--- src/rtl/div_sequencer.sv ---
// Iterative restoring divider for div/divu/rem/remu, BITS_PER_CYCLE quotient bits per CALC cycle.
// Build option: DIV_SEQUENCER_FASTPATH_EN skips the iteration for divide-by-zero and signed overflow.

module div_step (
  input  logic [31:0] r,
  input  logic [31:0] q,
  input  logic [31:0] d,
  output logic [31:0] r_n,
  output logic [31:0] q_n
);
  logic [32:0] sh, diff;
  logic        ge;

  // partial remainder stays below 2*d (or below 2^32 when d==0), so the borrow bit is the compare
  assign sh   = {r, q[31]};
  assign diff = sh - {1'b0, d};
  assign ge   = ~diff[32];
  assign r_n  = ge ? diff[31:0] : sh[31:0];
  assign q_n  = {q[30:0], ge};
endmodule

module div_sequencer #(
  parameter int BITS_PER_CYCLE = 1
) (
  input  logic        clk,
  input  logic        reset,
  input  logic        start,
  input  logic        kill,
  input  logic [4:0]  operation,
  input  logic [31:0] in1,
  input  logic [31:0] in2,
  output logic        busy,
  output logic        done,
  output logic [31:0] res
);
  localparam int N  = 32 / BITS_PER_CYCLE;
  localparam int CW = $clog2(N) + 1;
  localparam logic [4:0] OP_DIV  = 5'b10011;
  localparam logic [4:0] OP_DIVU = 5'b10100;
  localparam logic [4:0] OP_REM  = 5'b10101;
  localparam logic [4:0] OP_REMU = 5'b10111;

  typedef enum logic [1:0] {IDLE, CALC, FIX, DONE} state_t;

  state_t        state, state_d;
  logic [CW-1:0] cnt;
  logic [31:0]   r_q, q_q, d_q, a_q;
  logic          qneg_q, rneg_q, dz_q, rem_q;

  logic          op_ok, op_signed, op_rem, accept, in_dz;
  logic [31:0]   a_mag, b_mag, q_fix, r_fix, res_fix;

  assign op_ok     = (operation == OP_DIV) || (operation == OP_DIVU) ||
                     (operation == OP_REM) || (operation == OP_REMU);
  assign op_signed = (operation == OP_DIV) || (operation == OP_REM);
  assign op_rem    = (operation == OP_REM) || (operation == OP_REMU);
  assign accept    = (state == IDLE) && start && !kill && op_ok;
  assign in_dz     = (in2 == 32'd0);
  assign a_mag     = (op_signed && in1[31]) ? (~in1 + 32'd1) : in1;
  assign b_mag     = (op_signed && in2[31]) ? (~in2 + 32'd1) : in2;

`ifdef DIV_SEQUENCER_FASTPATH_EN
  logic        in_ov, fast;
  logic [31:0] fast_res;
  assign in_ov    = op_signed && (in1 == 32'h8000_0000) && (in2 == 32'hFFFF_FFFF);
  assign fast     = in_dz || in_ov;
  assign fast_res = op_rem ? (in_dz ? in1 : 32'd0) : (in_dz ? 32'hFFFF_FFFF : 32'h8000_0000);
`endif

  logic [BITS_PER_CYCLE:0][31:0] r_ch, q_ch;
  assign r_ch[0] = r_q;
  assign q_ch[0] = q_q;

  for (genvar i = 0; i < BITS_PER_CYCLE; i++) begin : g_step
    div_step u_step (
      .r   (r_ch[i]),
      .q   (q_ch[i]),
      .d   (d_q),
      .r_n (r_ch[i+1]),
      .q_n (q_ch[i+1])
    );
  end

  // overflow falls out of the magnitude math; only divide-by-zero needs an override
  assign q_fix   = dz_q ? 32'hFFFF_FFFF : (qneg_q ? (~q_q + 32'd1) : q_q);
  assign r_fix   = dz_q ? a_q : (rneg_q ? (~r_q + 32'd1) : r_q);
  assign res_fix = rem_q ? r_fix : q_fix;

  always_comb begin
    state_d = state;
    case (state)
      IDLE: if (accept) begin
`ifdef DIV_SEQUENCER_FASTPATH_EN
        state_d = fast ? DONE : CALC;
`else
        state_d = CALC;
`endif
      end
      CALC:    if (cnt == CW'(N - 1)) state_d = FIX;
      FIX:     state_d = DONE;
      DONE:    state_d = IDLE;
      default: state_d = IDLE;
    endcase
    if (kill) state_d = IDLE;
  end

  always_ff @(posedge clk) begin
    if (reset) state <= IDLE;
    else       state <= state_d;
  end

  always_ff @(posedge clk) begin
    if (reset) begin
      cnt    <= '0;
      r_q    <= '0;
      q_q    <= '0;
      d_q    <= '0;
      a_q    <= '0;
      qneg_q <= 1'b0;
      rneg_q <= 1'b0;
      dz_q   <= 1'b0;
      rem_q  <= 1'b0;
      res    <= '0;
    end else begin
      if (accept) begin
        cnt    <= '0;
        r_q    <= '0;
        q_q    <= a_mag;
        d_q    <= b_mag;
        a_q    <= in1;
        qneg_q <= op_signed && (in1[31] ^ in2[31]);
        rneg_q <= op_signed && in1[31];
        dz_q   <= in_dz;
        rem_q  <= op_rem;
`ifdef DIV_SEQUENCER_FASTPATH_EN
        if (fast) res <= fast_res;
`endif
      end else if (state == CALC) begin
        cnt <= cnt + CW'(1);
        r_q <= r_ch[BITS_PER_CYCLE];
        q_q <= q_ch[BITS_PER_CYCLE];
      end
      if (state == FIX && !kill) res <= res_fix;
    end
  end

  assign busy = (state == CALC) || (state == FIX);
  assign done = (state == DONE);
endmodule

--- config.mk ---
export PLATFORM = sky130hd
export DESIGN_NAME = div_sequencer
export DESIGN_NICKNAME = d
export VERILOG_FILES = /design/src/rtl/div_sequencer.sv
export SDC_FILE = /design/constraint.sdc
export NUM_CORES = 1
export LEC_CHECK = 0
export CORE_MARGIN = 3
export CORE_UTILIZATION = 53
export DETAILED_ROUTE_END_ITERATION = 10
export GPL_ROUTABILITY_DRIVEN = 0
export PLACE_DENSITY = 0.87
export SYNTH_ARGS = -nofsm -noshare
export SYNTH_HDL_FRONTEND = slang
export SYNTH_SLANG_ARGS = --single-unit
--- constraint.sdc ---
create_clock -name clk -period 3.3 [get_ports clk]
set_input_delay 0.495 -clock clk [delete_from_list [all_inputs] [get_ports clk]]
set_output_delay 0.495 -clock clk [all_outputs]
set_load 0.02 [all_outputs]
; ---- Word-level counts from Yosys, hierarchy flattened
; Cells that the tools add are included.
[word_totals]
reg_bits = 172
input_bits = 73
out_inout_bits = 34
word_cells = 66
[op_classes]
add_sub_neg = 6
eq_ne = 10
mux = 13
bitwise = 6
n_reduce_logical = 20
[ops]
columns = operator, count
row1 = 2-to-1 mux 32 bit, 10
row2 = adder 32 x 1 -> 32 bit (second input constant), 4
row3 = inverter 32 bit, 4
row4 = subtractor 33 x 32 -> 33 bit, 1
row5 = zero test 32 bit, 1
row6 = equality test 5 bit (second input constant), 4
row7 = one-hot mux 2 bit (4 select lines), 1
row8 = logical AND 1 bit, 7
row9 = adder 6 x 1 -> 6 bit (second input constant), 1
row10 = equality test 6 x 5 -> 1 bit (second input constant), 1
row11 = logical OR 1 bit, 6
row12 = equality test 2 bit (second input constant), 2
row13 = 2-to-1 mux 2 bit, 2
row14 = != test 2 bit (second input constant), 2
row15 = OR reduction 2 bit, 2
row16 = equality test 2 x 1 -> 1 bit (second input constant), 1
row17 = zero test 2 bit, 1
row18 = AND reduction 2 bit, 1
row19 = nonzero test 2 bit, 1
row20 = zero test 1 bit, 1
row21 = inverter 1 bit, 1
row22 = bitwise XOR 1 bit, 1

; ---- Logic depth before layout (Yosys ltp)
; Gate-level depths: netlist of the first run.
[logic_depth]
depth_word = 7
mapped_depth = 13
depth_no_buf = 12

; ---- Hierarchy
; A second synthesis of the first run with hierarchy kept.
[unflattened]
cells_unflattened = 1545
hier_area_um2 = 12512.0
[modules_own_cells]
columns = mod, n_inst, cells_each, area_each_um2, seq_area_each_um2
row1 = div_sequencer, 1, 1208, 9913.3, 3443.3
row2 = div_step, 1, 337, 2598.7, 0.0

; ---- Worst setup path before layout of the first run
; OpenSTA, ideal clock, no wires.
[synth_path]
path_type = reg2reg
startpoint = register q_q[31]
endpoint = register r_q[14]
setup_time_ps = 132
arrival_ps = 3018
t_required_ps = 3168
setup_slack_ps = 150
stages_incl_launch_ff = 14
path_buffers = 1
period_less_slack_ps = 3150
path_cell_list = dfxtp_1 inv_1 ha_1 fa_1 nor2b_1 o2111ai_1 nand3_1 a41oi_1 o21ai_1 a211oi_4 xnor2_2 clkbuf_1 mux2i_1 a21oi_1
[synth_between]
elab_chain_len = 2
[synth_rtl]
columns = element, line
row1 = start: declaration, 47  ; logic [31:0] r_q, q_q, d_q, a_q;
row2 = start signal: assignment, 128  ; q_q <= a_mag;
row3 = start signal: assignment, 141  ; q_q <= q_ch[BITS_PER_CYCLE];
row4 = subtractor 33 x 32 -> 33 bit, 16  ; assign diff = sh - {1'b0, d};
row5 = 2-to-1 mux 32 bit, 18  ; assign r_n = ge ? diff[31:0] : sh[31:0];
row6 = end signal: assignment, 140  ; r_q <= r_ch[BITS_PER_CYCLE];
row7 = end: declaration, 47
; Every way passes these cells.
; A chain may end at the register's enable or synchronous reset.

; ---- Worst setup path after layout of the first run
[layout_path]
startpoint = register r_q[19]
endpoint = register r_q[20]
[layout_between]
elab_chain_len = 2
[layout_rtl]
columns = element, line
row1 = subtractor 33 x 32 -> 33 bit, 16
row2 = 2-to-1 mux 32 bit *, 18
; Every way passes the cells marked *; elsewhere a longest branch is shown, timed or not.

==> reports/qor.csv, run 1 <==
stage,metric,value,unit
worst_setup_path,Crit. End Element,flip-flop,
global_routing,antenna violations before repair,0,
die,IO Count,107,
run_status,status,completed,
worst_setup_path,WP buf/inv,2,
global_routing,GRT Total Usage,28.1,%
clocking,CTS max path bufs,2,
route,ANT nets after route,0,
finish,ANT cells,0,
min_path,hold_sp,reset,
finish,final core occ,64.9,%
timing,endpoints failing setup,0,
synth,syn avg cell area,7.63,sq um
worst_setup_path,CP max-delay cell,dfxtp_1,
global_routing,GR Util met2,46.3,%
timing,relative slew slack,30.5,%
worst_setup_path,WP data arrival,3.55,ns
global_routing,met1 Use GR,36.2,%
clocking,TritonCTS clock tree,done,
synth,post-synth top area share,29.6,%
worst_setup_path,CP peak stage delay,0.58,ns
placement,pre-CTS WS,-0.0387,ns
route,Routed WL per cell,18.2,microns
synth,Cell variety after synth,64,
die,Die H,154,microns
job,max cap viols,0,
timing,worst slew pin tran,1.04,ns
timing,Worst Skew,0.0170,ns
clocking,clock network latency to the later pin of the worst-skew pair,0.44,ns
power_and_ir_drop,leakage,5.01,nW
synth,Synth Flop Type,dfxtp_1,
timing,Pins Over Slew Limit,0,
die,Initial Utilization,54.7,%
finish,final layout net count,1727,
timing,crit path time final,3.21,ns
global_routing,Overflow after GRT,0,
clocking,H-Tree Level Count,4,
power_and_ir_drop,clock power share,37.3,%
die,Core Area,21300,sq um
synth,number of synthesized flops with an enable pin,0,
clocking,cts bufs inserted,17,
synth,syn_nets,1642,
clocking,clk sinks,172,
route,vias after detailed routing,12100,
timing,f_max,312,MHz
power_and_ir_drop,Power Internal,3.64,mW
route,drt total wl,34500,microns
worst_setup_path,crit path cell chain,ha_1 > and3_1 > a221oi_1 > o21ai_0 > a21oi_1 > o21ai_1 > buf_4 > a211oi_4 > xor2_2 > buf_6 > nor3_1 > nor4_1,
finish,area grow syn2layout,18.6,%
synth,post-synthesis register bit count,172,
worst_setup_path,CP Class,reg -> reg,
timing,fin worst setup slack,0.0903,ns
clocking,"Clk pin slew, worst setup/hold paths",0.08,ns
route,initial DRC count,1374,
power_and_ir_drop,Psw,1.71,mW
die,# rows,53,
clocking,Root Buffer,clkbuf_16,
min_path,worst hold path class,in -> reg,
global_routing,met3 Track Usage GR,4.22,%
worst_setup_path,"delay-heaviest family, CP",compound AO/OA/AOI/OAI gates,
synth,ys async rst share,0,%
power_and_ir_drop,Comb pwr share,22.7,%
power_and_ir_drop,VDD IR-drop max,0.363,mV
synth,Synth Instances,1527,
finish,most frequent cells in the layout,"196 x nand2_1, 170 x dfxtp_1, 145 x nor2_1",
worst_setup_path,CP Launch Type,flip-flop,
power_and_ir_drop,Sw Share,32.0,%
synth,post-synthesis sequential area ratio,29.6,%
power_and_ir_drop,pwr dens,388,nW/um^2
timing,WHS,0.384,ns
route,DRC,0,
finish,# fillers,1729,
placement,DP Area,13200,sq um
die,die width,154,microns
global_routing,vias in the first global route,11400,
worst_setup_path,worst r2r src,r_q[19],
synth,Ys Warns,0,
global_routing,GR peak layer,met2,
min_path,hold path depth,2,
synth,Post-Syn Area,11600,sq um
timing,Final period util,97.3,%
worst_setup_path,R2R depth,12,
route,drt first pass iters,6,
synth,largest area contributor in the netlist,dfxtp_1,
power_and_ir_drop,Seq pwr share,39.9,%
placement,PortBufs,106,
die,die area,23800,sq um
global_routing,pin count of the biggest net entering global routing,126,
finish,share of post-route cells with drive strength above 1,7.63,%
worst_setup_path,Critical Path RT,3.64,ns
worst_setup_path,FF-to-FF End,r_q[20],
worst_setup_path,reg2reg setup slack,0.09,ns
synth,ranking of synthesized cells by area,"dfxtp_1 30%, nand2_1 6.3%, a21oi_1 5.8%",
placement,post-DP HPWL,24400,microns
finish,"leading cell type in the layout, fill and taps excluded",nand2_1,
finish,"Non-Filler Cell Area, Final",13800,sq um
worst_setup_path,critical-path maximum fanout,24,
route,via/cell ratio,6.39,
global_routing,first-pass GRT wire length,56100,microns
timing,Final Hold Viols,0,
clocking,hold_buf cts,0,
min_path,hold-critical path endpoint,res[7],
-- synthesized netlist by cell type (8+ instances only) --
| cell type | instances |
|---|---|
| a211oi_1 | 67 |
| a21o_1 | 16 |
| a21oi_1 | 136 |
| a221oi_1 | 21 |
| a31oi_1 | 27 |
| and3_1 | 10 |
| clkbuf_1 | 97 |
| dfxtp_1 | 172 |
| ha_1 | 41 |
| inv_1 | 58 |
| mux2i_1 | 50 |
| nand2_1 | 196 |
| nand2b_1 | 12 |
| nand3_1 | 20 |
| nand4_1 | 8 |
| nor2_1 | 146 |
| nor3_1 | 24 |
| nor4_1 | 12 |
| o211ai_1 | 18 |
| o21ai_0 | 75 |
| o31ai_1 | 31 |
| o41ai_1 | 21 |
| or3_1 | 20 |
| or4_1 | 16 |
| xnor2_1 | 76 |
| xor2_1 | 68 |
-- repair_timing --
| action | CTS | global route |
|---|---|---|
| endpoints found under the setup margin | 0 | 28 |
| gates resized for setup | 0 | 5 |
| buffers inserted | 0 | 0 |
| hold endpoints to repair | 0 | 0 |
-- sequential cells by signal, indices dropped and copies added (netlist names) --
name and flops:
a_q 32, d_q 32, q_q 32, r_q 32
res 32, cnt 6, state 2, dz_q 1
qneg_q 1, rem_q 1, rneg_q 1
-- final cells by class --
class | instances | area [sq um] | area share (%)
clock inverter | 14 | 145 | 1.05
sequential | 172 | 3450 | 25.0
timing repair buffer | 170 | 1590 | 11.5
multi-input combinational | 1193 | 7640 | 55.3
clock buffer | 18 | 429 | 3.11
inverter | 58 | 218 | 1.58
tap | 275 | 344 | 2.49
-- metrics by stage --
step | TNS [ns] | cells | power, mW
2_1_floorplan | 0 | 1527 | 2.94
3_3_place_gp | 0 | 1868 | 3.31
5_1_grt | -0.00252 | 1900 | 5.54
6_report | 0 | 1900 | 5.35
4_1_cts | 0 | 1900 | 5.31
3_5_place_dp | -0.0740 | 1868 | 3.34
-- power by group through the flow --
stage                     clock network (mW)  logic (mW)  registers, mW
after floorplan                            0       0.762           2.18
after global routing                    2.09        1.30           2.14
after detailed placement                   0        1.15           2.18
after CTS                               2.00        1.17           2.14
after global placement                     0        1.13           2.18
final                                   2.00        1.22           2.14
-- per-layer routing --
| layer | part of all wire (%) | routed length (microns) |
|---|---|---|
| met1 | 40 | 13800 |
| met2 | 46 | 15900 |
| met3 | 9.3 | 3230 |
| met4 | 4.8 | 1660 |
| met5 | 0 | 0 |
-- how the worst max path moves through the flow --
stage               slack, ns  cells after the start       to  startpoint
finish                   0.09                     12  r_q[20]     r_q[19]
global route           -0.003                      9  res[28]     q_q[11]
CTS                      0.11                     14  r_q[23]     q_q[31]
detailed placement      -0.04                     10  d_q[27]     in2[13]
global placement         0.09                     11  q_q[29]      in1[2]
floorplan                0.15                     13  r_q[14]     q_q[31]
-- cell families after synthesis --
kind of cell | after synthesis | share of synthesized area (%)
AND/OR/NAND/NOR | 493 | 19.2
adder cells (fa/ha/maj) | 42 | 4.58
XOR/XNOR | 145 | 11.0
multiplexers | 50 | 4.30
buffers and inverters | 162 | 5.24
AO/OA/AOI/OAI | 463 | 26.1
flip-flops | 172 | 29.6
Power figures use the tool's default switching activity.
==> run 2, diff against run 1 <==
Settings changed: CAP_MARGIN from default to 20, CORE_UTILIZATION 53 to 40, PLACE_DENSITY 0.87 to 0.71.
==> reports/qor.csv, run 2 (synthesis gave the netlist of run 1 again) <==
stage,metric,value,unit
finish,share of post-route cells with drive strength above 1,8.53,%
worst_setup_path,FF-to-FF End,res[30],
route,vias after detailed routing,11600,
timing,Worst Skew,0.0109,ns
finish,final core occ,49.9,%
timing,f_max,314,MHz
power_and_ir_drop,Seq pwr share,39.3,%
timing,WHS,0.317,ns
timing,RSZ-0062 raised after global routing,false,
global_routing,Overflow after GRT,0,
power_and_ir_drop,VDD IR-drop max,0.320,mV
placement,DP Area,13400,sq um
clocking,H-Tree Level Count,4,
die,IO Count,107,
clocking,clock network latency to the later pin of the worst-skew pair,0.43,ns
die,# rows,61,
worst_setup_path,CP max-delay cell,or4_4,
power_and_ir_drop,Power Total,5.43,mW
worst_setup_path,CP Launch Type,flip-flop,
route,initial DRC count,1107,
power_and_ir_drop,Comb pwr share,23.3,%
job,max cap viols,0,
timing,worst slew pin tran,1.12,ns
die,Core Area,28200,sq um
timing,Final TNS setup,0,ns
route,Routed WL per cell,16.9,microns
route,via/cell ratio,5.73,
die,Die H,177,microns
clocking,clk sinks,172,
route,DRC,0,
placement,pre-CTS WS,0.0188,ns
finish,most frequent cells in the layout,"196 x nand2_1, 170 x dfxtp_1, 145 x nor2_1",
global_routing,GRT Total Usage,21.2,%
finish,area grow syn2layout,21.0,%
worst_setup_path,Critical Path RT,3.58,ns
clocking,CTS max path bufs,2,
route,drt total wl,34000,microns
worst_setup_path,R2R depth,9,
worst_setup_path,crit path cell chain,or4_4 > or3_4 > or3_1 > or2_4 > or3_1 > o21ai_1 > xnor2_1 > o211ai_1 > a21oi_1,
route,drt first pass iters,6,
worst_setup_path,WP buf/inv,0,
die,die width,177,microns
placement,post-DP HPWL,24800,microns
worst_setup_path,CP Class,reg -> reg,
worst_setup_path,CP peak stage delay,0.56,ns
power_and_ir_drop,Sw Share,29.7,%
finish,area of the multi-input gates,7650,sq um
timing,Pins Over Slew Limit,0,
clocking,hold_buf cts,0,
power_and_ir_drop,pwr dens,386,nW/um^2
min_path,hold path depth,2,
worst_setup_path,WP data arrival,3.46,ns
finish,# fillers,2724,
finish,final layout net count,1744,
timing,endpoints failing setup,0,
power_and_ir_drop,Psw,1.61,mW
global_routing,first-pass GRT wire length,54000,microns
die,die area,31200,sq um
power_and_ir_drop,leakage,5.10,nW
finish,ANT cells,0,
timing,crit path time final,3.18,ns
worst_setup_path,reg2reg setup slack,0.12,ns
clocking,cts bufs inserted,17,
finish,Register Area,3450,sq um
min_path,hold_sp,reset,
worst_setup_path,"delay-heaviest family, CP",simple AND/OR/NAND/NOR gates,
timing,relative slew slack,25.3,%
clocking,"Clk pin slew, worst setup/hold paths",0.07,ns
min_path,hold-critical path endpoint,state[1],
power_and_ir_drop,clock power share,37.4,%
worst_setup_path,Levels on crit path,9,
die,Initial Utilization,41.2,%
global_routing,pin count of the biggest net entering global routing,103,
finish,"Non-Filler Cell Area, Final",14100,sq um
worst_setup_path,critical path's most frequent cell,or3_1,
placement,# placed instances,1986,
worst_setup_path,critical-path maximum fanout,5,
placement,PortBufs,106,
min_path,worst hold path class,in -> reg,
worst_setup_path,worst r2r src,q_q[11],
finish,fin cells,2019,
timing,Final period util,96.4,%
clocking,TritonCTS clock tree,done,
run_status,status,completed,
timing,Final Hold Viols,0,
global_routing,antenna violations before repair,0,
clocking,Root Buffer,clkbuf_16,
route,ANT nets after route,0,
global_routing,vias in the first global route,10600,
timing,fin worst setup slack,0.120,ns
power_and_ir_drop,Power Internal,3.82,mW
finish,"leading cell type in the layout, fill and taps excluded",nand2_1,
worst_setup_path,Crit. End Element,flip-flop,
-- run 2: changes by cell type in the layout (fill, tap and decap cells not counted), sizes merged --
cell      before  now
clkinv         5    2
bufinv         0    2
buf           65   81
clkbuf        18   21
clkinvlp       2    3
inv           65   62
-- run 2: what timing repair did --
action	4_1_cts	5_1_grt
setup endpoints to repair	0	28
hold endpoints to repair	0	0
gates resized for setup	0	7
buffers inserted	0	1
-- run 2: worst max-delay path by stage --
| stage | from | end | slack, ns |
|---|---|---|---|
| 2_1_floorplan | q_q[31] | r_q[14] | 0.15 |
| 3_3_place_gp | in1[2] | q_q[27] | 0.06 |
| 3_5_place_dp | in2[13] | d_q[27] | 0.02 |
| 4_1_cts | q_q[31] | r_q[21] | 0.04 |
| 5_1_grt | q_q[31] | r_q[21] | 0.01 |
| 6_report | q_q[11] | res[30] | 0.12 |
-- run 2: area by class of cell --
class                           instances  area share [%]
Clock buffer                           20            3.17
Clock inverter                         11           0.932
Inverter                               58            1.55
Multi-Input combinational cell       1193            54.3
Sequential cell                       172            24.5
Tap cell                              378            3.36
Timing Repair Buffer                  187            12.2
-- run 2: power by group through the flow --
stage	logic, mW	registers (mW)	clock network (mW)
2_1_floorplan	0.762	2.18	0
3_3_place_gp	1.16	2.18	0
3_5_place_dp	1.17	2.18	0
4_1_cts	1.18	2.14	2.04
5_1_grt	1.36	2.14	2.15
6_report	1.27	2.14	2.03
-- run 2: routing by layer --
metal  vias up  routed length [microns]  GRT usage (%)
li1       5695                        -              -
met1      5428                    15500           29.4
met2       412                    15600           34.3
met3        35                     2470           3.97
met4         0                      551           4.75
met5         -                        0              0
-- run 2: worst reg2reg max path, cell delays in order, from the launching register on --
cell	delay (ns)
dfxtp_1	0.34
or4_4	0.56
or3_4	0.35
or3_1	0.41
or2_4	0.31
or3_1	0.39
o21ai_1	0.16
xnor2_1	0.09
o211ai_1	0.31
a21oi_1	0.11
==> run 3, diff against run 2 <==
Settings changed: REMOVE_ABC_BUFFERS from default to 1.
==> reports/qor.csv, run 3 (synthesis gave the netlist of run 1 again) <==
stage,metric,value,unit
finish,Register Area,3440,sq um
clocking,TritonCTS clock tree,done,
route,vias after detailed routing,11300,
global_routing,Overflow after GRT,0,
die,IO Count,107,
global_routing,antenna violations before repair,0,
finish,"leading cell type in the layout, fill and taps excluded",nand2_1,
route,drt total wl,32200,microns
worst_setup_path,FF-to-FF End,r_q[23],
finish,# fillers,2727,
power_and_ir_drop,leakage,5.03,nW
die,die width,177,microns
placement,DP Area,13400,sq um
finish,share of post-route cells with drive strength above 1,7.61,%
worst_setup_path,WP buf/inv,2,
worst_setup_path,CP Class,reg -> reg,
global_routing,vias in the first global route,10300,
run_status,status,completed,
global_routing,pin count of the biggest net entering global routing,136,
die,Core Area,28200,sq um
finish,area grow syn2layout,20.1,%
route,drt first pass iters,6,
route,initial DRC count,1057,
worst_setup_path,CP Launch Type,flip-flop,
min_path,worst hold path class,reg -> reg,
timing,Final period util,94.2,%
timing,RSZ-0062 raised after global routing,false,
worst_setup_path,Crit. End Element,flip-flop,
clocking,clk sinks,172,
placement,pre-CTS WS,-0.000242,ns
worst_setup_path,R2R depth,12,
min_path,hold_sp,res[24],
finish,final core occ,49.5,%
clocking,CTS max path bufs,2,
worst_setup_path,CP max-delay cell,o31ai_1,
power_and_ir_drop,VDD IR-drop max,0.392,mV
timing,endpoints failing setup,0,
timing,Final Hold Viols,0,
timing,f_max,322,MHz
finish,"Non-Filler Cell Area, Final",14000,sq um
route,DRC,0,
timing,fin worst setup slack,0.191,ns
die,die area,31200,sq um
worst_setup_path,critical-path maximum fanout,5,
worst_setup_path,CP peak stage delay,0.45,ns
die,# rows,61,
finish,final layout net count,1733,
worst_setup_path,crit path cell chain,inv_1 > ha_1 > nor2b_1 > o31ai_1 > a21oi_1 > a21o_1 > a21oi_1 > o21a_1 > buf_4 > a211oi_1 > xnor2_1 > o31ai_1,
worst_setup_path,"delay-heaviest family, CP",compound AO/OA/AOI/OAI gates,
global_routing,first-pass GRT wire length,52000,microns
worst_setup_path,worst r2r src,d_q[1],
clocking,clock network latency to the later pin of the worst-skew pair,0.44,ns
clocking,cts bufs inserted,17,
clocking,H-Tree Level Count,4,
worst_setup_path,Critical Path RT,3.61,ns
timing,crit path time final,3.11,ns
route,via/cell ratio,5.61,
power_and_ir_drop,pwr dens,385,nW/um^2
timing,Pins Over Slew Limit,0,
placement,PortBufs,106,
timing,relative slew slack,36.2,%
min_path,hold-critical path endpoint,res[24],
route,ANT nets after route,0,
global_routing,GRT Total Usage,20.4,%
worst_setup_path,WP data arrival,3.42,ns
clocking,"Clk pin slew, worst setup/hold paths",0.06,ns
worst_setup_path,reg2reg setup slack,0.19,ns
timing,worst slew pin tran,0.957,ns
job,max cap viols,0,
timing,Worst Skew,0.0104,ns
power_and_ir_drop,Power Total,5.38,mW
route,Routed WL per cell,16.0,microns
min_path,hold path depth,2,
die,Initial Utilization,41.2,%
finish,area of the multi-input gates,7620,sq um
die,Die H,177,microns
clocking,hold_buf cts,0,
placement,post-DP HPWL,23900,microns
clocking,Root Buffer,clkbuf_16,
finish,most frequent cells in the layout,"196 x nand2_1, 171 x dfxtp_1, 145 x nor2_1",
[run 3: worst max path at each step]
stage	end	slack, ns	cells past startpoint	start
finish	r_q[23]	0.19	12	d_q[1]
global route	r_q[30]	0.007	12	d_q[2]
CTS	res[28]	0.20	9	q_q[11]
detailed placement	q_q[29]	-0.0002	11	in1[2]
global placement	q_q[27]	0.04	12	in1[2]
floorplan	r_q[23]	-8.20	6	operation[3]
[run 3: area by class of cell]
class                           count  share of cell area, %
Multi-Input combinational cell   1193                   54.5
Sequential cell                   172                   24.6
Timing Repair Buffer              176                   11.7
Tap cell                          378                   3.38
Clock buffer                       20                   3.19
Inverter                           58                   1.56
Clock inverter                     10                   1.02
Antenna cell                        1                 0.0179
[run 3: per-layer routing]
layer | global-route usage, % | wire, microns | vias up
met5 | 0 | 0 | -
met3 | 3.47 | 2040 | 30
li1 | - | - | 5680
met4 | 5.99 | 582 | 0
met2 | 32.8 | 14400 | 345
met1 | 28.2 | 15100 | 5214
[run 3: timing repair]
item                                    4_1_cts  5_1_grt
setup buffers                                 0        0
endpoints found under the setup margin        0        5
endpoints found under the hold margin         0        0
gates resized for setup                       0        2
[run 3: tightest hold or removal path, cell delays in order, from the launching register on]
cell	delay [ns]
dfxtp_1	0.31
nand2_1	0.05
a21oi_1	0.05
[run 3: where the power goes]
part / internal, mW / switching, mW / total, mW
clock: 1.20 / 0.841 / 2.04
sequential: 2.11 / 0.0310 / 2.14
combinational: 0.533 / 0.668 / 1.20
[run 3: stage by stage]
stage          cells  setup TNS (ns)  hold slack, ns
4_1_cts         2007               0           0.456
5_1_grt         2007               0           0.469
6_report        2008               0           0.455
3_3_place_gp    1977               0           0.440
2_1_floorplan   1423         -544.73           0.426
3_5_place_dp    1977       -0.000242           0.447
